File: src/rtl/iomem_initiator.sv
// iomem_initiator: single-outstanding initiator bridging a valid/ready
// command/response pair onto the iomem valid/ready memory bus.
// One command is in flight at a time. A misaligned address is answered
// with an error and never reaches the bus. A bus request that is not
// completed within TIMEOUT_CYCLES is abandoned with an error.
module iomem_initiator #(
    parameter int TIMEOUT_CYCLES = 64,
    parameter int CNT_W          = 7
) (
    input  logic        clk_i,
    input  logic        rst_n,

    input  logic        cmd_valid_i,
    output logic        cmd_ready_o,
    input  logic [31:0] cmd_addr_i,
    input  logic [31:0] cmd_wdata_i,
    input  logic [3:0]  cmd_wstrb_i,

    output logic        iomem_valid_o,
    input  logic        iomem_ready_i,
    output logic [31:0] iomem_addr_o,
    output logic [31:0] iomem_wdata_o,
    output logic [3:0]  iomem_wstrb_o,
    input  logic [31:0] iomem_rdata_i,

    output logic        rsp_valid_o,
    input  logic        rsp_ready_i,
    output logic [31:0] rsp_rdata_o,
    output logic        rsp_err_o,
    output logic        rsp_write_o,

    output logic        busy_o
);

    typedef enum logic [1:0] {
        IDLE = 2'd0,
        REQ  = 2'd1,
        RSP  = 2'd2
    } state_t;

    // Last counter value before the request is abandoned; the counter
    // starts at 0 in the first REQ cycle, so valid is high exactly
    // TIMEOUT_CYCLES cycles on a timeout.
    localparam logic [CNT_W-1:0] CNT_LAST = CNT_W'(TIMEOUT_CYCLES - 1);

    state_t           state;
    state_t           state_nxt;
    logic [CNT_W-1:0] cnt;
    logic [CNT_W-1:0] cnt_nxt;

    // Decoded events for the current cycle
    logic accept;
    logic misalign;
    logic bus_done;
    logic timeout;

    // Command latched at accept, held stable for the whole transaction
    logic [31:0] addr_q;
    logic [31:0] wdata_q;
    logic [3:0]  wstrb_q;

    // Response payload, held while the response waits for rsp_ready_i
    logic [31:0] rdata_q;
    logic        err_q;
    logic        write_q;

    // Force a bus/response field to zero whenever its qualifier is low,
    // so unqualified cycles never expose stale transaction data.
    function automatic logic [31:0] gate32(input logic en, input logic [31:0] val);
        return en ? val : 32'd0;
    endfunction

    function automatic logic [3:0] gate4(input logic en, input logic [3:0] val);
        return en ? val : 4'd0;
    endfunction

    // State and timeout counter register; only control state is reset.
    always_ff @(posedge clk_i) begin
        if (!rst_n) begin
            state <= IDLE;
            cnt   <= '0;
        end else begin
            state <= state_nxt;
            cnt   <= cnt_nxt;
        end
    end

    // Next-state decode: accept, bus completion, timeout and response handshake.
    always_comb begin
        state_nxt = state;
        cnt_nxt   = cnt;
        accept    = 1'b0;
        misalign  = 1'b0;
        bus_done  = 1'b0;
        timeout   = 1'b0;
        unique case (state)
            IDLE: begin
                if (cmd_valid_i) begin
                    accept = 1'b1;
                    if (cmd_addr_i[1:0] != 2'b00) begin
                        // Answered locally; the bus never sees this command.
                        misalign  = 1'b1;
                        state_nxt = RSP;
                    end else begin
                        state_nxt = REQ;
                        cnt_nxt   = '0;
                    end
                end
            end
            REQ: begin
                if (iomem_ready_i) begin
                    bus_done  = 1'b1;
                    state_nxt = RSP;
                end else if (cnt == CNT_LAST) begin
                    timeout   = 1'b1;
                    state_nxt = RSP;
                end else begin
                    cnt_nxt = cnt + CNT_W'(1);
                end
            end
            RSP: begin
                // Leaving through IDLE guarantees the bus sees valid low
                // for at least the RSP and IDLE cycles between requests.
                if (rsp_ready_i) begin
                    state_nxt = IDLE;
                end
            end
            default: begin
                state_nxt = IDLE;
            end
        endcase
    end

    // Command latch and response capture; data path carries no reset.
    always_ff @(posedge clk_i) begin
        if (accept) begin
            addr_q  <= cmd_addr_i;
            wdata_q <= cmd_wdata_i;
            wstrb_q <= cmd_wstrb_i;
            write_q <= |cmd_wstrb_i;
        end
        if (accept && misalign) begin
            rdata_q <= 32'd0;
            err_q   <= 1'b1;
        end else if (bus_done) begin
            // Writes report zero data even if the responder drives rdata.
            rdata_q <= (wstrb_q == 4'b0000) ? iomem_rdata_i : 32'd0;
            err_q   <= 1'b0;
        end else if (timeout) begin
            rdata_q <= 32'd0;
            err_q   <= 1'b1;
        end
    end

    // Output decode: all outputs derive from registered state, gated so that
    // reset and idle cycles present zeros.
    assign cmd_ready_o   = (state == IDLE);
    assign iomem_valid_o = (state == REQ);
    assign rsp_valid_o   = (state == RSP);
    assign busy_o        = (state != IDLE);

    assign iomem_addr_o  = gate32(iomem_valid_o, addr_q);
    assign iomem_wdata_o = gate32(iomem_valid_o, wdata_q);
    assign iomem_wstrb_o = gate4(iomem_valid_o, wstrb_q);

    assign rsp_rdata_o   = gate32(rsp_valid_o, rdata_q);
    assign rsp_err_o     = rsp_valid_o & err_q;
    assign rsp_write_o   = rsp_valid_o & write_q;

endmodule

File: config.mk
export PLATFORM = sky130hd
export DESIGN_NAME = iomem_initiator
export DESIGN_NICKNAME = d
export VERILOG_FILES = /design/src/rtl/iomem_initiator.sv
export SDC_FILE = /design/constraint.sdc
export NUM_CORES = 1
export LEC_CHECK = 0
export BUFFER_PORTS_ARGS = -buffer_cell sky130_fd_sc_hd__buf_2
export CAP_MARGIN = 20
export CORE_ASPECT_RATIO = 1.5
export CORE_MARGIN = 1
export CORE_UTILIZATION = 40
export CTS_BUF_LIST = sky130_fd_sc_hd__clkbuf_4 sky130_fd_sc_hd__clkbuf_8
export CTS_CLUSTER_DIAMETER = 200
export DETAILED_ROUTE_END_ITERATION = 8
export PLACE_DENSITY_LB_ADDON = 0.15
export SYNTH_ARGS = -nofsm -noshare
export SYNTH_HDL_FRONTEND = slang
export SYNTH_SLANG_ARGS = --single-unit
File: constraint.sdc
create_clock -name clk_i -period 2.6 [get_ports clk_i]
set_input_delay 0.52 -clock clk_i [delete_from_list [all_inputs] [get_ports clk_i]]
set_output_delay 0.52 -clock clk_i [all_outputs]
set_load 0.01 [all_outputs]
==> After elaboration in Yosys (flattened, before gate mapping) <==
Index checks and enable logic that the tools add are counted.
{ "op_classes": {"add_sub_neg": 1, "eq_ne": 9, "muxes": 30, "bitwise": 2, "reduce_logical": 10} }
{ "op_table": {"columns": ["op", "count"], "rows": [
  ["2-to-1 mux 32 bit", 6],
  ["2-to-1 mux 7 bit", 4],
  ["case mux 7 bit (2 select lines)", 1],
  ["2-to-1 mux 1 bit", 12],
  ["2-to-1 mux 2 bit", 5],
  ["!= test 2 bit (second input constant)", 4],
  ["nonzero test 2 bit", 4],
  ["adder 7 x 1 -> 7 bit (second input constant)", 1],
  ["== test 7 x 6 -> 1 bit (second input constant)", 1],
  ["case mux 2 bit (3 select lines)", 1],
  ["AND reduction 5 bit", 1],
  ["logical NOT 4 bit", 1],
  ["2-to-1 mux 4 bit", 1],
  ["OR reduction 4 bit", 1],
  ["!= test 3 x 1 -> 1 bit (second input constant)", 1],
  ["AND reduction 3 bit", 1],
  ["bitwise AND 1 bit", 2],
  ["== test 2 x 1 -> 1 bit (second input constant)", 1],
  ["== test 2 bit (second input constant)", 1],
  ["logical NOT 2 bit", 1],
  ["!= test 2 x 1 -> 1 bit (second input constant)", 1],
  ["logical AND 1 bit", 1]
]} }
{ "word_totals": {"ff_bits": 111, "input_bits": 105, "out_inout_bits": 106, "elab_cells": 60} }

==> Logic depth before layout (Yosys ltp) <==
Gate-level depths: netlist (run 1).
{ "logic_depth": {"ltp_word": 6, "depth_mapped": 6, "ltp_nobuf": 5} }

==> Worst setup path before layout (run 1) <==
Ideal clock, no wire load.
{ "synth_timing": {"path_type": "in2reg", "startpoint": "in cmd_valid_i", "endpoint": "reg cnt[1]", "setup_ns": 0.115, "t_arrival_ns": 2.277, "slack_ns": 0.208, "path_stages": 5, "path_buffers": 0, "cell_sequence": "or3b_4 inv_2 nand2_2 and3_1 o21a_1"} }
{ "synth_via": {"elab_chain_cells": 2} }
{ "synth_rtl": {"columns": ["item", "line", "rtl"], "rows": [
  ["start, declared", "13", "input logic cmd_valid_i,"],
  ["!= test 2 bit (no source line)", null, null],
  ["AND reduction 5 bit (no source line)", null, null],
  ["end signal, assigned", "84", "cnt <= cnt_nxt;"],
  ["end, declared", "48", "logic [CNT_W-1:0] cnt;"]
]} }
Every way passes these cells.
A chain may end at the register's enable or synchronous reset.

==> Final worst setup path (run 1) <==
{ "layout_timing": {"startpoint": "reg state[0]", "endpoint": "out iomem_addr_o[0]"} }
{ "layout_via": {"elab_chain_cells": 2} }
{ "layout_rtl": {"columns": ["item", "line", "rtl"], "rows": [
  ["start, declared", "46", "state_t state;"],
  ["start signal, assigned", "83", "state <= state_nxt;"],
  ["== test 2 x 1 -> 1 bit", "158", "assign iomem_valid_o = (state == REQ);"],
  ["2-to-1 mux 32 bit", "70", "return en ? val : 32'd0;"],
  ["end, declared", "21", "output logic [31:0] iomem_addr_o,"]
]} }
Every way passes these cells.

==> results.toml, run 1 <==
[sta]
fin_crit_ps = 2320
relSlewSlack_pct = 66.7
timing.hold.ws_ps = 318
hold_viol = 0
worst_pin_slew_ps = 499
setup_viol = 0
rsz0062_at_grt = "false"
setup_slack_ps = 282
slew_violations = 0
period_share_pct = 89.2
finalSetupTns_ps = 0
skew_ps = 10.6
fmax_ghz = 0.431

[final_layout]
fillers = 959
final_cell_area_sq_um = 5730
multiInputGateArea_sq_um = 1280
layout-drive-gt1-share_pct = 45.5
ff_latch_area_sq_um = 2910
nets = 635
diodes = 0
area_growth_pct = 32.8

[run]
maxCapViolCount = 0

[placed_design]
place_congestion = 0.776
dp_slack_ps = 526
hpwlAfterDp_um = 6560
post_dp_cell_area_sq_um = 5530
io_buffers = 210

[synthesis]
ys_seq_area_share_pct = 67.6
synth_area_sq_um = 4310
syn_avg_cell_area_sq_um = 13.4
synth_mux_area_share_pct = 0
synth_xor_xnor_area_share_pct = 0
netlist_instances = 322
yosys.area_share.simple_pct = 19.5
yosysUniqueCellTypes = 40
synth_nets = 428
synth_warnings = 0
yosys-top-cells-count = "and2_1 (103), edfxtp_1 (69), dfxtp_1 (42)"
synth_compound_area_share_pct = 9.81
synth_top_family_by_area = "simple AND/OR/NAND/NOR gates"
synth_adder_area_share_pct = 0.290
synth_area_leaders = "edfxtp_1 (48%), dfxtp_1 (20%), and2_1 (15%), a22o_1 (6.5%), clkbuf_1 (0.96%)"
synthFlopType = "edfxtp_1"
ys_ff_latch = 111
synth.largest_area_cell = "edfxtp_1"
synth_top_area_share_pct = 48.1
synth_most_common_cell = "and2_1"
async_flop_share_pct = 0
synth_edf_count = 69

[drt]
drtAntennaViolNets = 0
drt-pass1-iter-count = 4
vias = 3130
drc_errors = 0
viasPerCell = 4.62
drt-initial-drc-count = 125
routed_wl_um = 9210
wl_per_cell_um = 13.6

[floorplan]
coreArea_sq_um = 10500
io_pins = 211
die_w_um = 86.8
row_count = 46
initial_utilization_pct = 40.9
die_y_um = 129
die_area_sq_um = 11200

[worst_setup_path]
arrival_ps = 1800
reg2reg_from = "state[1]$_SDFFE_PN0P_"
crit_fanout = 59
crit_path_start = "state[0]$_SDFFE_PN0P_"
startpoint_type = "flip-flop"
required_ps = 2080
path_class = "reg2out"
cp-end-kind = "output pin"

[global_route]
antenna_found_initial = 0
grt_max_degree = 60
grt_use_total_pct = 16.6
grt-ovfl-total = 0
grt_first_pass_wirelength_um = 14200
grt_pass1_vias = 3109

[cts]
cts_setup_buffers = 0
clock_sinks = 111
cts-htree-levels = 3
ctsResizeCount = 0
clock_latency_ps = 370
ctsHoldBuffers = 0
clk_path_buf_depth = 2
path_clk_slew_ps = 100
cts-root-buf = "clkbuf_8"
cts_tree = "done"
cts_buffers = 9

[pwr]
powerDensity_nw_per_um2 = 572
swShare_pct = 22.1
seqPwrFrac_pct = 60.6
total_power_mw = 3.28
p_int_mw = 2.55
p_leak_nw = 2.66
p_sw_mw = 0.724
ir_drop_v = 0.000336
combPwrFrac_pct = 8.0
pwr-share-clk_pct = 31.3

[run_status]
status = "complete, no violations"

[worst_hold_path]
min-delay-start = "cmd_wdata_i[1]"
hp-class = "in2reg"
==> power groups by stage <==
stage                     sequential, mW  clock [mW]  combinational, mW
after floorplan                     2.02           0              0.124
after global placement              2.02           0              0.263
after detailed placement            2.03           0              0.268
after CTS                           1.99        1.08              0.269
after global routing                2.00        1.15              0.292
final                               1.99        1.03              0.263
==> state kept, by name, indices dropped and copies added, names as in the netlist <==
signal,count
rdata_q,32
write_q,1
state,2
addr_q,32
wstrb_q,4
err_q,1
cnt,7
wdata_q,32
==> path summary, 6_finish.rpt <==
check / depth (start not counted) / slack, ps / endpoint
max: 4 / 280 / iomem_addr_o[0]
min: 1 / 320 / wdata_q[1]$_DFFE_PP_
max reg2reg: 5 / 700 / state[1]$_SDFFE_PN0P_
min reg2reg: 1 / 480 / rdata_q[13]$_SDFFE_PP0P_
==> final cells by class <==
type                            instances  share of cell area [%]
Tap cell                              144                    3.15
Multi-Input combinational cell        186                    22.4
Clock buffer                           11                    2.43
Timing Repair Buffer                  216                    19.8
Clock inverter                          5                    1.03
Inverter                                5                   0.328
Sequential cell                       111                    50.9
==> per-stage QoR <==
stage / utilization (%) / std cells
finish: 54.4 / 678
global route: 54.4 / 678
CTS: 54.4 / 678
detailed placement: 52.5 / 662
global placement: 52.5 / 662
floorplan: - / 322
==> cells in the final DEF (no fill, tap or decap), types with 2 or more instances in the layout <==
cell type	n
nand2_1	6
buf_4	3
buf_2	210
buf_12	3
clkbuf_4	2
edfxtp_1	69
a311oi_1	2
dfxtp_1	42
a22o_1	32
a31oi_1	2
nor2_1	3
and3_1	2
a21oi_1	5
nand2_2	2
and2_1	103
clkinv_4	2
nand3_1	5
clkbuf_8	9
inv_1	4
==> cell families after synthesis <==
group | Yosys count
simple gates | 135
flops | 111
compound gates | 50
buf+inv | 25
fa+ha+maj | 1
==> worst max-delay path, stage by stage (launching register included) <==
cell,delay (ps)
dfxtp_1,410
nor2b_4,430
buf_12,270
and2_1,160
buf_2,140
==> metal layers <==
metal | wire (um) | share of wire, % | track usage (%) | vias up
li1 | - | - | - | 1549
met1 | 3550 | 39 | 17.1 | 1438
met2 | 4730 | 51 | 29.8 | 134
met3 | 778 | 8.4 | 6.05 | 9
met4 | 147 | 1.6 | 7.25 | 0
met5 | 0 | 0 | 0 | -
Note: power is estimated with default switching activity, not from simulation.
==> run 2: changes to the inputs <==
CORE_UTILIZATION = 47   (was 40)
GPL_TIMING_DRIVEN = 0   (was not set)
SETUP_SLACK_MARGIN = 0.4   (was not set)
==> run 2 against run 1 <==
Net effect: critical path depth is 2 higher; non-clock buffer count is 18 higher; sequential power hardly changed; routed wire length is 3.8% lower; global-route usage is 2.0 points higher; sequential share of layout area is 0.38 points lower; die area is 15% lower; core utilization is 11 points higher; hold slack better by 13 ps; fmax is 10% higher; first-iteration DRC count is 25% lower; via count is 1.3% higher; highest routed layer unchanged.
==> results.toml, run 2 (same netlist as run 1, synthesis figures left out) <==
[run_status]
status = "complete, no violations"

[worst_setup_path]
required_ps = 2080
crit_fanout = 10
path_class = "reg2out"
arrival_ps = 1580
startpoint_type = "flip-flop"
cp-end-kind = "output pin"

[sta]
skew_ps = 8.88
finalSetupTns_ps = 0
timing.hold.ws_ps = 331
rsz0062_at_grt = "true"
fin_crit_ps = 2100
fmax_ghz = 0.476
period_share_pct = 80.9
slew_violations = 0
setup_viol = 0
relSlewSlack_pct = 58.5
hold_viol = 0
worst_pin_slew_ps = 623

[drt]
viasPerCell = 4.79
drtAntennaViolNets = 0
wl_met2_um = 4570
wl_met1_um = 3390
vias = 3172
drc_errors = 0
drt-pass1-iter-count = 4
wl_per_cell_um = 13.4
drt-initial-drc-count = 94
highest_layer = "met4"
routed_wl_um = 8860
wl_met3_um = 726

[final_layout]
layout_commonest_cell = "buf_2"
diodes = 0
nets = 653
layout-drive-gt1-share_pct = 47.5
final_cell_mix = "buf_2 (214), and2_1 (103), edfxtp_1 (69)"
finish.utilization_pct = 65.0
final_cell_area_sq_um = 5770
largestRegisters = "addr_q x32, rdata_q x32, wdata_q x32"
area_growth_pct = 33.9

[global_route]
grt-ovfl-total = 0
grt_pass1_vias = 3012
grt_use_total_pct = 18.6
grt_max_degree = 72
grt_first_pass_wirelength_um = 13600
antenna_found_initial = 0

[pwr]
ir_drop_v = 0.000547
powerDensity_nw_per_um2 = 558
p_leak_nw = 2.75

[floorplan]
die_area_sq_um = 9570
io_pins = 211
initial_utilization_pct = 48.5
row_count = 42
die_y_um = 119
coreArea_sq_um = 8880
die_w_um = 80.2

[cts]
path_clk_slew_ps = 100
cts_tree = "done"
clk_path_buf_depth = 2
clock_latency_ps = 350
cts_buffers = 9
cts-htree-levels = 3
clock_sinks = 111
cts-root-buf = "clkbuf_8"

[placed_design]
hpwlAfterDp_um = 6620
post_dp_cell_area_sq_um = 5500
io_buffers = 210
place_congestion = 0.784

[run]
maxCapViolCount = 0

[worst_hold_path]
hp-class = "in2reg"
run 2: final cells by class:
type / instances / area [sq um]
plain buffers: 20 / 154
clock buffers: 13 / 160
clock inverters: 3 / 26.3
fillers: 724 / 3110
inverters: 5 / 23.8
multi-input cells: 186 / 1270
flip-flops and latches: 111 / 2920
well taps: 110 / 138
repair buffers: 214 / 1080
run 2: worst paths after layout:
kind                       startpoint                  endpoint  slack (ps)  cells past startpoint
max             state[0]$_SDFFE_PN0P_          iomem_wstrb_o[3]         500                      6
min                     cmd_addr_i[9]       addr_q[9]$_DFFE_PP_         330                      1
max reg2reg     state[1]$_SDFFE_PN0P_       cnt[1]$_SDFFE_PN0P_         670                      5
min reg2reg  rdata_q[25]$_SDFFE_PP0P_  rdata_q[25]$_SDFFE_PP0P_         480                      1
run 2: stage by stage:
stage,setup slack [ps],std cells,power (mW)
after floorplan,535,322,2.15
after global placement,222,642,2.28
after detailed placement,195,642,2.29
after CTS,406,658,3.26
after global routing,383,662,3.37
final,498,662,3.22
run 2: routing by layer:
layer	global-route usage (%)	vias up
met3	6.51	12
met4	6.70	0
met1	20.0	1443
li1	-	1585
met5	0	-
met2	32.9	132
run 2: repair_timing:
action,in CTS,in global routing
gates resized for setup,12,28
endpoints found under the setup margin,94,99
buffers inserted,0,4
hold buffers,0,0
endpoints found under the hold margin,0,0
run 2: report_power, final:
group	internal, mW	switching [mW]	leakage, nW	total (mW)
Sequential	1.97	0.0195	1.00	1.99
Combinational	0.122	0.148	1.65	0.270
Clock	0.417	0.545	0.0989	0.962
Total	2.51	0.713	2.75	3.22
run 2: worst max-delay path, cell delays in order (launching register included):
cell	delay, ps
dfxtp_2	350
nor2b_1	130
buf_4	160
buf_4	140
clkbuf_4	160
and2_1	160
buf_2	140
